**config.mk**
```make
export PLATFORM = sky130hd
export DESIGN_NAME = fp_mul_scheduler
export DESIGN_NICKNAME = d
export VERILOG_FILES = /design/src/rtl/fp_mul_scheduler.sv
export SDC_FILE = /design/constraint.sdc
export NUM_CORES = 1
export LEC_CHECK = 0
export BUFFER_PORTS_ARGS = -buffer_cell sky130_fd_sc_hd__buf_4
export CAP_MARGIN = 40
export CORE_AREA = 2 2 156 158
export CTS_CLUSTER_SIZE = 20
export DETAILED_ROUTE_END_ITERATION = 12
export DIE_AREA = 0 0 158 160
export PLACE_DENSITY = 0.57
export RECOVER_POWER = 50
export SETUP_SLACK_MARGIN = 0.5
export SYNTH_ARGS = -nofsm -noshare
export SYNTH_HDL_FRONTEND = slang
export SYNTH_SLANG_ARGS = --single-unit
```
**constraint.sdc**
```tcl
create_clock -name clk -period 3 [get_ports clk]
set_input_delay 0 -clock clk [delete_from_list [all_inputs] [get_ports clk]]
set_output_delay 0 -clock clk [all_outputs]
set_load 0.03 [all_outputs]
```
**src/rtl/fp_mul_scheduler.sv**
```systemverilog
// Shares one fixed-latency floating-point multiplier between NUM_REQ requesters.
// Round-robin grant is combinational; a response appears MUL_LAT+1 clocks after its grant edge.
// hold stops new grants while in-flight ops drain; responses have no backpressure.
module fp_mul_scheduler #(
  parameter int NUM_REQ = 4,
  parameter int MUL_LAT = 2,
  parameter int ID_W    = 2
) (
  input  logic                   clk,
  input  logic                   rst,
  input  logic [NUM_REQ-1:0]     req_valid,
  input  logic [32*NUM_REQ-1:0]  req_a,
  input  logic [32*NUM_REQ-1:0]  req_b,
  output logic [NUM_REQ-1:0]     req_ready,
  input  logic                   hold,
  output logic [31:0]            mul_in1,
  output logic [31:0]            mul_in2,
  input  logic [31:0]            mul_out,
  output logic                   resp_valid,
  output logic [ID_W-1:0]        resp_id,
  output logic [31:0]            resp_data,
  output logic                   idle
);

  typedef enum logic [1:0] {IDLE, RUN, DRAIN} state_t;

  state_t                   state;
  logic [ID_W-1:0]          last_grant;
  logic [MUL_LAT:0]         tag_vld;
  logic [MUL_LAT:0][ID_W-1:0] tag_id;

  logic                     arb_en;
  logic                     found;
  logic [ID_W-1:0]          grant_id;
  logic                     handshake;
  logic                     pipe_busy;

  assign pipe_busy = |tag_vld;

  // Grants are only offered outside reset and DRAIN, and never while hold is high.
  assign arb_en    = !rst && !hold && (state == IDLE || state == RUN);
  assign handshake = arb_en && found;

  // Round-robin search: first requesters above last_grant, then wrap to the rest.
  always_comb begin
    found    = 1'b0;
    grant_id = '0;
    for (int j = 0; j < NUM_REQ; j++) begin
      if (!found && req_valid[j] && (ID_W'(j) > last_grant)) begin
        found    = 1'b1;
        grant_id = ID_W'(j);
      end
    end
    for (int j = 0; j < NUM_REQ; j++) begin
      if (!found && req_valid[j] && (ID_W'(j) <= last_grant)) begin
        found    = 1'b1;
        grant_id = ID_W'(j);
      end
    end
  end

  // One-hot ready for the granted requester; the grant always follows a valid bit.
  always_comb begin
    req_ready = '0;
    for (int j = 0; j < NUM_REQ; j++) begin
      req_ready[j] = handshake && (grant_id == ID_W'(j));
    end
  end

  // Issue registers and tag pipeline; the tag travels alongside the op through the multiplier.
  always_ff @(posedge clk) begin
    if (rst) begin
      mul_in1    <= '0;
      mul_in2    <= '0;
      last_grant <= ID_W'(NUM_REQ - 1);
      tag_vld    <= '0;
      tag_id     <= '0;
      resp_valid <= 1'b0;
      resp_id    <= '0;
      resp_data  <= '0;
    end else begin
      tag_vld[0] <= handshake;
      if (handshake) begin
        mul_in1    <= req_a[32*int'(grant_id) +: 32];
        mul_in2    <= req_b[32*int'(grant_id) +: 32];
        last_grant <= grant_id;
        tag_id[0]  <= grant_id;
      end
      for (int i = 1; i <= MUL_LAT; i++) begin
        tag_vld[i] <= tag_vld[i-1];
        tag_id[i]  <= tag_id[i-1];
      end
      // The last tag stage lines up with mul_out for the op it describes.
      resp_valid <= tag_vld[MUL_LAT];
      if (tag_vld[MUL_LAT]) begin
        resp_id   <= tag_id[MUL_LAT];
        resp_data <= mul_out;
      end
    end
  end

  // Control FSM; idle is registered alongside the state it reflects.
  always_ff @(posedge clk) begin
    if (rst) begin
      state <= IDLE;
      idle  <= 1'b1;
    end else begin
      case (state)
        IDLE: begin
          if (|req_valid && !hold) begin
            state <= RUN;
            idle  <= 1'b0;
          end
        end
        RUN: begin
          if (hold) begin
            state <= DRAIN;
            idle  <= 1'b0;
          end else if (!(|req_valid) && !pipe_busy) begin
            state <= IDLE;
            idle  <= 1'b1;
          end
        end
        DRAIN: begin
          if (!pipe_busy) begin
            state <= IDLE;
            idle  <= 1'b1;
          end else if (!hold) begin
            state <= RUN;
            idle  <= 1'b0;
          end
        end
        default: begin
          state <= IDLE;
          idle  <= 1'b1;
        end
      endcase
    end
  end

endmodule
```
==> flow_metrics.tcl <==
set metrics [dict create \
    status "finished clean" \
    power_mw 5.25 \
    synth_edf_count 0 \
    core_um2 23800 \
    slew_headroom 0.248 \
    path_cells "nand2b_1 -> a21bo_2 -> a21oi_4 -> buf_12 -> mux2_2 -> a221o_1" \
    period_minus_slack_ps 2400 \
    synth_cell_type_count 43 \
    fmax_mhz 416 \
    p_clk_frac 0.390 \
    p_per_area_nw_per_um2 438 \
    synth_top_area_cell "dfxtp_1" \
    wl_per_cell_um 17.7 \
    ff2ff_path_depth 6 \
    final_nets 1543 \
    clk_path_buf_depth 2 \
    post-place-ws_ps 573 \
    comb_power_share 0.290 \
    grt_antenna_before_repair 0 \
    cts_tree "done" \
    hold_violations 0 \
    synth-seq-cells 113 \
    worstPathArrival_ps 2690 \
    setup_violations 0 \
    rrSetupSlack_ps 600 \
    syn_avg_cell_area_um2 9.59 \
    postLayoutCellArea_um2 12000 \
    finalCritPeriodShare 0.802 \
    fin_ws_ps 595 \
    peakVddDrop_mv 0.206 \
    drt-total-wl_mm 28.0 \
    clock_skew_ps 12.1 \
    clk_pin_slew_ps 60 \
    finalMaxSlewViolations 0 \
    placed_cell_area_um2 9620 \
    vias_per_cell 4.77 \
    grt_max_degree 70 \
    die-area_um2 25300 \
    ant_nets 0 \
    synthCells 669 \
    diodes 0 \
    clkSinkCount 113 \
    drt_iter0_markers 338 \
    grt_use_total 0.216 \
    critPathMaxStageDelay_ps 390 \
    fin_setup_tns_ps 0 \
    n_fill_cell 2301 \
    crit_fanout 69 \
    dr.pass1.iters 4 \
    seq_area_frac_synth 0.353 \
    cts_setup_buffers 0 \
    ios 399 \
    dieWidth_um 158 \
    r2r_end "mul_in2[0]" \
    gr-total-overflow 0 \
    final_cells 1585 \
    slowest_stage "mux2_2" \
    grt_pass1_vias 7852 \
    place_inst 1341 \
    synth_top_area_frac 0.353 \
    drive_gt1_frac 0.323 \
    hold_path.class "input pin to flip-flop" \
    p_leak_nw 5.28 \
    die_height_um 160 \
    htree_levels 4 \
    numCtsBuffers 17 \
    dp.final_hpwl_mm 18.2 \
    worstSetupEndpoint "mul_in2[0]" \
    worstMarginPinSlew_ps 1130 \
    power.switching_mw 1.71 \
    critPathCaptureType "flip-flop" \
    syn_to_final_growth_pct 86.8 \
    drc 0 \
    crit_path_start_kind "flip-flop" \
    synth_area_leaders "dfxtp_1, mux2i_1, a211oi_1, a211oi_2, o21bai_1" \
    worstSetupPathType "flip-flop to flip-flop" \
    portBuffers 398 \
    drv_cap 0 \
    placementRows 57 \
    root_buffer "clkbuf_16" \
    switching_share 0.325 \
    gp_congestion 0.791 \
    seq_power_share 0.320 \
    internal_power_mw 3.54 \
    critPathLaunch "last_grant[1]" \
    reg2reg_from "last_grant[1]" \
    clk_latency_ps 410 \
    grt_pass1_wl_mm 42.3 \
    syn_area_um2 6410 \
    ys_async_sr_fraction 0 \
    synth_nets 964 \
    initial_core_util 0.269 \
    rsz0062_at_grt "false" \
    vias 7562 \
    ys.flop_type "dfxtp_1" \
    required_ps 3290 \
    yosys_warnings 0 \
]
## layer usage
metal	GRT usage	wire length, µm	vias to the layer above
met3	0.0524	1860	70
li1	-	-	3650
met1	0.251	11500	3514
met4	0.0946	1060	0
met5	0	0	-
met2	0.373	13600	328
## kinds of logic (layout without fill, tap and decap cells)
family | Yosys count | after routing | share of synthesized area
AOI/OAI and AO/OA | 198 | 198 | 0.264
muxes | 124 | 124 | 0.198
buffers and inverters | 110 | 702 | 0.0917
DFF | 113 | 113 | 0.353
and+or+nand+nor | 124 | 124 | 0.0933
## worst min-delay path by stage
stage,start,to,slack [ps],depth (start not counted)
finish,req_a[78],mul_in1[14],10,4
global route,req_a[16],mul_in1[16],10,4
CTS,req_a[74],mul_in1[10],1,3
detailed placement,hold,state[0],240,2
global placement,mul_out[29],resp_data[29],230,3
floorplan,hold,state[0],80,1
## power by group through the flow
stage          combinational, mW  sequential (mW)  clock [mW]
4_1_cts                     1.60             1.68        2.11
5_1_grt                     1.62             1.69        2.18
3_3_place_gp                1.35             1.71           0
6_report                    1.52             1.68        2.04
3_5_place_dp                1.36             1.71           0
2_1_floorplan              0.592             1.89           0
## final cells by class
class | instances | area [µm²] | share of cell area
repair buffers | 627 | 4950 | 0.413
multi-input cells | 446 | 3610 | 0.301
flip-flops and latches | 113 | 2260 | 0.189
clock buffers | 17 | 425 | 0.0355
well taps | 324 | 405 | 0.0338
inverters | 42 | 163 | 0.0136
clock inverters | 15 | 160 | 0.0134
repair inverters | 1 | 5.00 | 0.000418
## synthesized netlist by cell type (2+ instances only)
| cell | count |
|---|---|
| nor3_1 | 5 |
| buf_4 | 3 |
| buf_8 | 2 |
| nor2b_1 | 8 |
| a21o_1 | 2 |
| nand2b_1 | 2 |
| buf_6 | 3 |
| a221o_1 | 24 |
| buf_2 | 17 |
| nor2_1 | 42 |
| buf_12 | 6 |
| clkbuf_1 | 30 |
| mux2_1 | 9 |
| mux2i_1 | 99 |
| o21bai_1 | 40 |
| inv_1 | 40 |
| buf_1 | 7 |
| a211oi_2 | 30 |
| nand2_1 | 5 |
| dfxtp_1 | 113 |
| mux2_2 | 16 |
| nand3_1 | 52 |
| o21ai_0 | 2 |
| a211oi_1 | 87 |
| a21oi_1 | 6 |
| or4_1 | 2 |
## through the flow
step	hold WS, ps	util
detailed placement	242	0.404
global placement	234	0.401
finish	10.1	0.503
floorplan	79.3	-
global route	12.5	0.503
CTS	1.19	0.518
## state kept, by name, indices dropped and copies added (netlist names)
name	cells
resp_id	2
tag_id	6
last_grant	2
resp_data	32
mul_in2	32
tag_vld	3
resp_valid	1
idle	1
mul_in1	32
state	2
## critical path: cells and delay by family, from the launching register on
family	cells	cell delay, ps
mux	1	390
flops	1	370
compound gates	3	830
buf+inv	1	370
simple gates	1	210
## placed cells by master, fill, tap and decap left out, types with 2 or more instances in the layout
master	instances
buf_16	2
mux2i_1	99
nor3_1	5
a21oi_1	6
a211oi_2	30
nand3_1	52
mux2_1	9
buf_12	3
nand2_1	5
inv_8	4
inv_1	40
clkbuf_16	17
nor2_1	42
nor2b_1	8
clkinv_4	2
clkbuf_1	100
o21ai_0	2
a211oi_1	87
buf_4	309
clkinvlp_4	2
a221o_1	24
nand2b_1	2
mux2_2	16
inv_6	7
dlygate4sd3_1	211
a21o_1	2
dfxtp_1	112
o21bai_1	40
## timing repair
action | in CTS | in global routing
gates cloned | 1 | 0
endpoints found under the setup margin | 1 | 20
gates resized for setup | 4 | 2
hold endpoints to repair | 99 | 0
hold buffers | 211 | 0
(Power assumes the default switching activity.)
